$ cat src/rtl/sdram_pro_arbit.sv
// sdram_pro_arbit: SDRAM command-bus arbiter (init, refresh, write, read); refresh wins, write/read round-robin; ports: sys_clk/sys_rst, per-engine req/end/cmd/addr/ba, *_en grants, sdram_* pins
module sdram_pro_arbit #(
  parameter int DQ_W   = 16,
  parameter int ADDR_W = 12,
  parameter int BA_W   = 2
) (
  input  logic              sys_clk,
  input  logic              sys_rst,
  input  logic              init_end,
  input  logic [3:0]        init_cmd,
  input  logic [ADDR_W-1:0] init_addr,
  input  logic [BA_W-1:0]   init_ba,
  input  logic              aref_req,
  input  logic              aref_end,
  input  logic [3:0]        aref_cmd,
  input  logic [ADDR_W-1:0] aref_addr,
  input  logic [BA_W-1:0]   aref_ba,
  output logic              aref_en,
  input  logic              wr_req,
  input  logic              wr_end,
  input  logic [3:0]        wr_cmd,
  input  logic [ADDR_W-1:0] wr_addr,
  input  logic [BA_W-1:0]   wr_ba,
  input  logic              wr_sdram_en,
  input  logic [DQ_W-1:0]   wr_sdram_data,
  output logic              wr_en,
  input  logic              rd_req,
  input  logic              rd_end,
  input  logic [3:0]        rd_cmd,
  input  logic [ADDR_W-1:0] rd_addr,
  input  logic [BA_W-1:0]   rd_ba,
  output logic              rd_en,
  output logic              sdram_cke,
  output logic              sdram_cs_n,
  output logic              sdram_ras_n,
  output logic              sdram_cas_n,
  output logic              sdram_we_n,
  output logic [BA_W-1:0]   sdram_ba,
  output logic [ADDR_W-1:0] sdram_addr,
  output logic [DQ_W-1:0]   sdram_dq_out,
  output logic              sdram_dq_oe
);
  localparam logic [3:0] NO_OPERATION = 4'b0111;
  typedef enum logic [2:0] {INIT, ARBIT, AREF, WRITE, READ} state_t;
  state_t state, nxt;
  logic last_wr, end_armed, sel_end, done;
  logic [3:0] cmd;
  always_comb begin
    sel_end = state == AREF ? aref_end : state == WRITE ? wr_end : state == READ ? rd_end : 1'b0;
    done = end_armed && sel_end;
    nxt = state;
    case (state)
      INIT:    nxt = init_end ? ARBIT : INIT;
      ARBIT:   nxt = aref_req ? AREF : (wr_req && rd_req) ? (last_wr ? READ : WRITE) :
                     wr_req ? WRITE : rd_req ? READ : ARBIT;
      default: nxt = done ? ARBIT : state;
    endcase
  end
  // engines hold *_end high until re-enabled, so an end only counts after it was seen low in this grant
  always_ff @(posedge sys_clk) begin
    if (sys_rst) begin
      state     <= INIT;
      last_wr   <= 1'b0;
      end_armed <= 1'b0;
    end else begin
      state     <= nxt;
      end_armed <= (state == INIT || state == ARBIT) ? 1'b0 : (end_armed || !sel_end);
      if (done && state == WRITE) last_wr <= 1'b1;
      if (done && state == READ) last_wr <= 1'b0;
    end
  end
  assign aref_en = state == AREF;
  assign wr_en   = state == WRITE;
  assign rd_en   = state == READ;
  assign cmd = state == INIT ? init_cmd : state == AREF ? aref_cmd : state == WRITE ? wr_cmd :
               state == READ ? rd_cmd : NO_OPERATION;
  assign sdram_addr = state == INIT ? init_addr : state == AREF ? aref_addr : state == WRITE ? wr_addr :
                      state == READ ? rd_addr : '1;
  assign sdram_ba = state == INIT ? init_ba : state == AREF ? aref_ba : state == WRITE ? wr_ba :
                    state == READ ? rd_ba : '1;
  assign {sdram_cs_n, sdram_ras_n, sdram_cas_n, sdram_we_n} = cmd;
  assign sdram_cke    = 1'b1;
  assign sdram_dq_out = wr_sdram_data;
  assign sdram_dq_oe  = state == WRITE && wr_sdram_en;
endmodule

$ cat config.mk
export PLATFORM = sky130hd
export DESIGN_NAME = sdram_pro_arbit
export DESIGN_NICKNAME = d
export VERILOG_FILES = /design/src/rtl/sdram_pro_arbit.sv
export SDC_FILE = /design/constraint.sdc
export NUM_CORES = 1
export LEC_CHECK = 0
export ABC_AREA = 1
export BUFFER_PORTS_ARGS = -buffer_cell sky130_fd_sc_hd__buf_2
export CAP_MARGIN = 20
export CORE_MARGIN = 2
export CORE_UTILIZATION = 34
export DETAILED_ROUTE_END_ITERATION = 6
export GPL_ROUTABILITY_DRIVEN = 1
export PLACE_DENSITY = 0.95
export SYNTH_ARGS = -nofsm -noshare
export SYNTH_HDL_FRONTEND = slang
export SYNTH_SLANG_ARGS = --single-unit
$ cat constraint.sdc
create_clock -name sys_clk -period 1.9 [get_ports sys_clk]
set_input_delay 0.095 -clock sys_clk [delete_from_list [all_inputs] [get_ports sys_clk]]
set_output_delay 0.095 -clock sys_clk [all_outputs]
set_load 0.05 [all_outputs]
==> flow_summary.yaml, run 1 <==
critical_path:
  path_cells: "inv_1, nand2_1, nor2_4, inv_4, o211ai_1, a21oi_1, buf_2"
  crit_fanout: 17
  path_class: "reg2out"
  cp.arrival_ns: 1.66
  path_delay_family: "buffers and inverters"
  crit_path_max_incr_delay_ns: 0.40
  path_depth: 7
  r2r_slack_ns: 0.57
  slowest_stage: "dfxtp_1"
  r2r_end: "state[2]"
  start_kind: "flip-flop"
  endpoint_kind: "output port"
  r2r-start: "state[1]"
  reg2reg_depth: 6
  worstPathRequired_ns: 1.80
  timing.critical_path.buf_inv: 3
layout:
  final_layout_size_suffix_gt1_share_pct: 42.6
  fin_area_um2: 1470
  final_util_pct: 52.7
  final_common_cell: "buf_2"
  fillCellCount: 297
  area_delta_synth_final_pct: 46.2
  multi_input_area_um2: 632
  final_nets: 376
  final_cells: 308
  antenna_cells: 0
  seq_area_um2: 101
  final_cell_mix: "102 x buf_2, 51 x nand2_1, 28 x inv_1"
logic_synthesis:
  syn_avg_cell_area_um2: 5.27
  synth_seq_cells: 5
  synth_warnings: 0
  synth_cell_type_count: 18
  synthCells: 190
  synth_fp_nets: 288
  ys_seq_area_share_pct: 9.99
  netlist_area_um2: 1000
global_route:
  gr-total-overflow: 0
  grt_use_total_pct: 18.9
  grt_first_pass_wirelength_um: 5180
  grt_pass1_vias: 1332
  grt_max_degree: 19
  antenna_found_initial: 0
pwr:
  power_frac_clock_pct: 12.6
  seqPwrFrac_pct: 12.8
  p_total_mw: 1.04
  swShare_pct: 59.9
  power_density_nw_per_um2: 706
  internal_power_uw: 415
  power.switching_uw: 620
  combPwrFrac_pct: 74.6
  p_leak_nw: 0.834
  ir_drop_v: 0.000535
floorplan:
  pin_count: 137
  core_area_um2: 2780
  die_w_um: 58.3
  start_util_pct: 36.0
  die-area_um2: 3400
  row_count: 19
  die_y_um: 58.3
timing:
  whs_ns: 0.0535
  hold_viol: 0
  setup_viol: 0
  fin_crit_ns: 1.75
  rsz0062_at_grt: "no"
  period_share_pct: 92.2
  clock.fmax_mhz: 571
  setup_tns_ns: 0
  worst_slack_ns: 0.149
  fin_skew_ns: 0.0113
  report.final.slew_viol_count: 0
clock_tree:
  clkLatencyLatePin_ns: 0.26
  hold_buffers: 0
  cts.sinks: 5
  path_clk_slew_ns: 0.04
  cts_tree: "done"
  cts-root-buf: "clkbuf_4"
  clockBufferDepth: 2
  cts_max_level: 1
  numCtsBuffers: 3
outcome:
  status: "complete, no violations"
detailed_routing:
  ant_nets: 0
  route.detailed.drc: 0
  drt_iter0_drc: 91
  vias: 1480
  vias_per_cell: 4.81
  dr.pass1.iters: 4
  wl_um: 3320
  wl_per_cell_um: 10.8
placement:
  gp_congestion: 0.819
  io_buffers: 103
  place_inst: 304
  preCtsSetupSlack_ns: 0.328
  post_dp_cell_area_um2: 1420
  dp_hpwl_um: 2680
hold_path:
  min_path_cells: 2
  hold_path_class: "in2reg"
  hold_path_end: "state[1]"
  hold_start: "sys_rst"
job:
  drv_cap: 0
## cells by family after synthesis
group / count (synthesis) / share of synthesized area (%)
simple gates: 88 / 35.2
flops: 5 / 9.99
compound gates: 42 / 25.7
other cells: 1 / 0.374
buf+inv: 54 / 28.7
## synthesized netlist by cell type
| library cell | n | area share [%] |
|---|---|---|
| nand4_1 | 3 | 1.9 |
| nand3_1 | 5 | 2.5 |
| o211ai_1 | 18 | 13 |
| buf_4 | 19 | 14 |
| nor3_1 | 1 | 0.50 |
| dfxtp_1 | 5 | 10 |
| conb_1 | 1 | 0.37 |
| buf_2 | 5 | 2.5 |
| buf_6 | 1 | 1.1 |
| o21ai_0 | 2 | 1.0 |
| inv_1 | 28 | 10 |
| a21oi_1 | 21 | 10 |
| nand2_2 | 1 | 0.62 |
| o21bai_1 | 1 | 0.75 |
| nand2_1 | 51 | 19 |
| inv_2 | 1 | 0.37 |
| nor2_2 | 2 | 1.2 |
| nor2_1 | 25 | 9.4 |
## sequential cells by signal (all words and copies together), names as in the netlist
name,cells
last_wr,1
state,3
end_armed,1
## worst max-delay path by stage
stage                  start              to
global route        state[2]  sdram_addr[11]
detailed placement  state[2]   sdram_addr[2]
global placement    state[2]   sdram_addr[0]
finish              state[2]   sdram_addr[2]
floorplan           state[2]  sdram_addr[10]
CTS                 state[2]   sdram_addr[2]
## power by group through the flow
stage,Clock (mW),Sequential (mW),Combinational [mW]
5_1_grt,0.140,0.134,0.829
6_report,0.131,0.132,0.772
3_5_place_dp,0,0.131,0.767
3_3_place_gp,0,0.129,0.758
2_1_floorplan,0,0.121,0.661
4_1_cts,0.134,0.129,0.768
## layout make-up
cell class	count	share of cell area, %
sequential	5	6.92
clock buffer	4	1.79
multi-input combinational	131	43.1
timing repair buffer	108	37.9
tap	31	2.65
inverter	29	7.60
## layer usage
layer | vias to the layer above | global-route usage (%) | wire length, µm
li1 | 764 | - | -
met1 | 633 | 19.7 | 1270
met3 | 5 | 3.74 | 275
met5 | - | 0 | 0
met4 | 0 | 6.31 | 32
met2 | 78 | 37.1 | 1740
## repair_timing
action	4_1_cts	5_1_grt
buffers inserted	0	0
gates resized for setup	0	6
setup endpoints to repair	0	17
No activity file was read; power rests on OpenSTA's default activity.
==> run 2: changes to the inputs <==
- HOLD_SLACK_MARGIN: not set -> 0.06
==> flow_summary.yaml, run 2 (synthesized netlist as in run 1, its figures left out) <==
floorplan:
  die_w_um: 58.3
  core_area_um2: 2780
  die-area_um2: 3400
  row_count: 19
  start_util_pct: 36.0
  pin_count: 137
  die_y_um: 58.3
clock_tree:
  numCtsBuffers: 3
  cts.sinks: 5
  cts-root-buf: "clkbuf_4"
  cts_tree: "done"
  path_clk_slew_ns: 0.04
  clkLatencyLatePin_ns: 0.26
  cts_max_level: 1
  clockBufferDepth: 2
  post_cts_buffers: 0
job:
  drv_cap: 0
detailed_routing:
  ant_nets: 0
  vias: 1477
  vias_per_cell: 4.78
  wl_per_cell_um: 10.7
  route.detailed.drc: 0
  wl_um: 3320
  dr.pass1.iters: 4
  drt_iter0_drc: 91
pwr:
  ir_drop_v: 0.000536
  power_density_nw_per_um2: 702
  p_leak_nw: 0.838
layout:
  largest_reg_flops: 3
  antenna_cells: 0
  reg_top3: "state x3, end_armed x1, last_wr x1"
  final_nets: 377
  area_delta_synth_final_pct: 47.2
  final_cell_mix: "102 x buf_2, 51 x nand2_1, 28 x inv_1"
  final_util_pct: 53.0
  final_layout_size_suffix_gt1_share_pct: 42.4
  final_cells: 309
  final_common_cell: "buf_2"
  top_register: "state"
timing:
  setup_tns_ns: 0
  worst_slack_ns: 0.149
  whs_ns: 0.177
  report.final.slew_viol_count: 0
  hold_viol: 0
  setup_viol: 0
  period_share_pct: 92.2
  rsz0062_at_grt: "no"
  fin_skew_ns: 0.0108
  fin_crit_ns: 1.75
  clock.fmax_mhz: 571
global_route:
  gr-total-overflow: 0
  antenna_found_initial: 0
  grt_pass1_vias: 1335
  grt_use_total_pct: 18.9
  grt_first_pass_wirelength_um: 5180
  grt_max_degree: 19
critical_path:
  crit_fanout: 17
  path_class: "reg2out"
  reg2reg_depth: 6
  cp.arrival_ns: 1.66
  endpoint_kind: "output port"
  start_kind: "flip-flop"
  worstPathRequired_ns: 1.80
placement:
  place_inst: 304
  io_buffers: 103
  gp_congestion: 0.819
  preCtsSetupSlack_ns: 0.328
  dp_hpwl_um: 2680
outcome:
  status: "complete, no violations"
hold_path:
  hold_path_class: "in2reg"
  min_path_cells: 3
-- run 2: cell count changes in the layout (fill, tap and decap cells not counted), sizes merged --
cell,change
dlygate4sd3,+1
-- run 2: report_power, final --
part,leakage (nW),total [mW],switching [mW],internal [mW]
clock,0.0150,0.130,0.0505,0.0798
combinational,0.782,0.774,0.551,0.222
sequential,0.0411,0.132,0.0176,0.115
-- run 2: through the flow --
step	cell area, µm²	power (mW)
3_5_place_dp	1420	0.897
4_1_cts	1460	1.03
2_1_floorplan	1000	0.782
3_3_place_gp	1420	0.887
5_1_grt	1480	1.10
6_report	1480	1.04
-- run 2: cell type report --
type | instances | area [µm²]
fill | 293 | 1310
tap | 31 | 38.8
timing repair buffer | 109 | 566
multi-input combinational | 131 | 632
inverter | 29 | 111
clock buffer | 4 | 26.3
sequential | 5 | 101
-- run 2: what timing repair did --
| item | 4_1_cts | 5_1_grt |
|---|---|---|
| gates resized for setup | 0 | 6 |
| endpoints found under the hold margin | 2 | 0 |
| hold buffers | 1 | 0 |
| setup endpoints to repair | 0 | 17 |
-- run 2: metal layers --
metal / global-route usage, % / vias to the layer above / share of wire (%)
met3: 3.74 / 5 / 8.0
met1: 19.5 / 631 / 39
met5: 0 / - / 0
met4: 6.31 / 0 / 0.97
li1: - / 766 / -
met2: 37.2 / 75 / 52
-- run 2: worst paths after layout --
kind | start | to | slack, ns
max | state[2] | sdram_addr[2] | 0.15
min | aref_req | state[1] | 0.18
max reg2reg | state[1] | state[2] | 0.59
min reg2reg | state[2] | state[2] | 0.54
-- run 2: worst max-delay path: stages (launching register included) --
cell	delay, ns
dfxtp_1	0.40
inv_1	0.10
nand2_1	0.15
nor2_4	0.06
inv_4	0.16
o211ai_1	0.13
a21oi_1	0.14
buf_2	0.27
==> run 3: changes to the inputs <==
- CORE_ASPECT_RATIO: not set -> 0.9
- CTS_CLUSTER_SIZE: not set -> 40
==> flow_summary.yaml, run 3 (synthesized netlist as in run 1, its figures left out) <==
outcome:
  status: "complete, no violations"
critical_path:
  crit_path_max_incr_delay_ns: 0.32
  start_kind: "flip-flop"
  path_class: "reg2out"
  path_delay_family: "buffers and inverters"
  slowest_stage: "dfxtp_1"
  worstPathRequired_ns: 1.80
  timing.critical_path.buf_inv: 3
  cp.arrival_ns: 1.68
  crit_fanout: 17
  path_cells: "buf_4, nor2_1, nand2_1, buf_4, nor2_1, a21oi_1, buf_2"
  endpoint_kind: "output port"
hold_path:
  hold_path_class: "in2reg"
clock_tree:
  clockBufferDepth: 2
  clkLatencyLatePin_ns: 0.25
  cts.sinks: 5
  cts_max_level: 1
  numCtsBuffers: 3
  path_clk_slew_ns: 0.05
  cts_tree: "done"
  cts-root-buf: "clkbuf_4"
detailed_routing:
  wl_um: 3500
  dr.pass1.iters: 4
  route.detailed.drc: 0
  vias_per_cell: 4.72
  vias: 1509
  wl_per_cell_um: 10.9
  drt_iter0_drc: 64
  ant_nets: 0
layout:
  final_nets: 379
  multi_input_area_um2: 634
  final_common_cell: "buf_2"
  area_delta_synth_final_pct: 53.2
  final_cell_mix: "96 x buf_2, 50 x nand2_1, 28 x inv_1"
  antenna_cells: 0
  top_register: "state"
  largest_reg_flops: 3
  reg_top3: "state x3, end_armed x1, last_wr x1"
  fillCellCount: 297
  seq_area_um2: 103
  final_layout_size_suffix_gt1_share_pct: 43.6
global_route:
  grt_first_pass_wirelength_um: 5520
  gr-total-overflow: 0
  antenna_found_initial: 0
  grt_max_degree: 19
  grt_use_total_pct: 20.4
  grt_pass1_vias: 1386
timing:
  report.final.slew_viol_count: 0
  worst_slack_ns: 0.130
  period_share_pct: 93.2
  rsz0062_at_grt: "no"
  fin_skew_ns: 0.00516
  setup_viol: 0
  hold_viol: 0
  fin_crit_ns: 1.77
  clock.fmax_mhz: 565
floorplan:
  start_util_pct: 36.2
  die_w_um: 61.2
  die-area_um2: 3400
  row_count: 18
  pin_count: 137
  die_y_um: 55.5
  core_area_um2: 2770
placement:
  preCtsSetupSlack_ns: 0.142
  io_buffers: 103
  dp_hpwl_um: 2830
  gp_congestion: 0.873
pwr:
  p_total_mw: 1.08
  power_density_nw_per_um2: 701
  ir_drop_v: 0.000408
  p_leak_nw: 0.859
job:
  drv_cap: 0
[run 3: power by group]
group / internal [mW] / total, mW / switching, mW / leakage (nW)
logic: 0.253 / 0.817 / 0.564 / 0.802
clock network: 0.0797 / 0.128 / 0.0486 / 0.0150
registers: 0.115 / 0.130 / 0.0157 / 0.0416
total: 0.448 / 1.08 / 0.628 / 0.859
[run 3: metrics by stage]
step | hold WS (ns) | area (µm²) | setup TNS, ns | utilization, % | std cells
after floorplan | 0.164 | 1000 | -0.0495 | - | 190
after global placement | 0.190 | 1430 | 0 | 51.8 | 313
after detailed placement | 0.190 | 1430 | 0 | 51.8 | 313
after CTS | 0.169 | 1520 | 0 | 54.8 | 320
after global routing | 0.190 | 1540 | 0 | 55.4 | 320
final | 0.163 | 1540 | 0 | 55.4 | 320
[run 3: final timing paths]
path,from,to,cells past startpoint,slack [ns]
hold / removal,aref_req,state[1],3,0.16
setup reg to reg,state[1],state[2],7,0.56
hold reg to reg,state[2],state[2],2,0.51
setup / recovery,state[1],sdram_addr[10],7,0.13
[run 3: layer usage]
metal	GRT usage, %	share of wire [%]	up-vias
met3	3.75	12	9
met5	0	0	-
li1	-	-	767
met4	6.21	1.9	0
met2	36.0	48	98
met1	23.9	38	635
[run 3: cell type report]
cell class	instances	share of cell area [%]
flip-flops and latches	5	6.68
inverters	29	7.42
clock buffers	4	1.71
well taps	40	3.26
repair buffers	111	39.6
multi-input cells	131	41.3
[run 3: repair_timing]
action                                 in CTS  in global routing
setup endpoints to repair                  17                 17
hold buffers                                1                  0
buffers inserted                            2                  0
endpoints found under the hold margin       2                  0
resized for setup                           7                  8
pin swaps                                   1                  0
[run 3: worst register-to-register path: stages (launching register included)]
cell and delay, ns:
dfxtp_1 0.36, buf_4 0.15, inv_1 0.05, nor2_2 0.16, nand3_1 0.16, nand3_1 0.17
nand2_1 0.08, a21oi_1 0.14
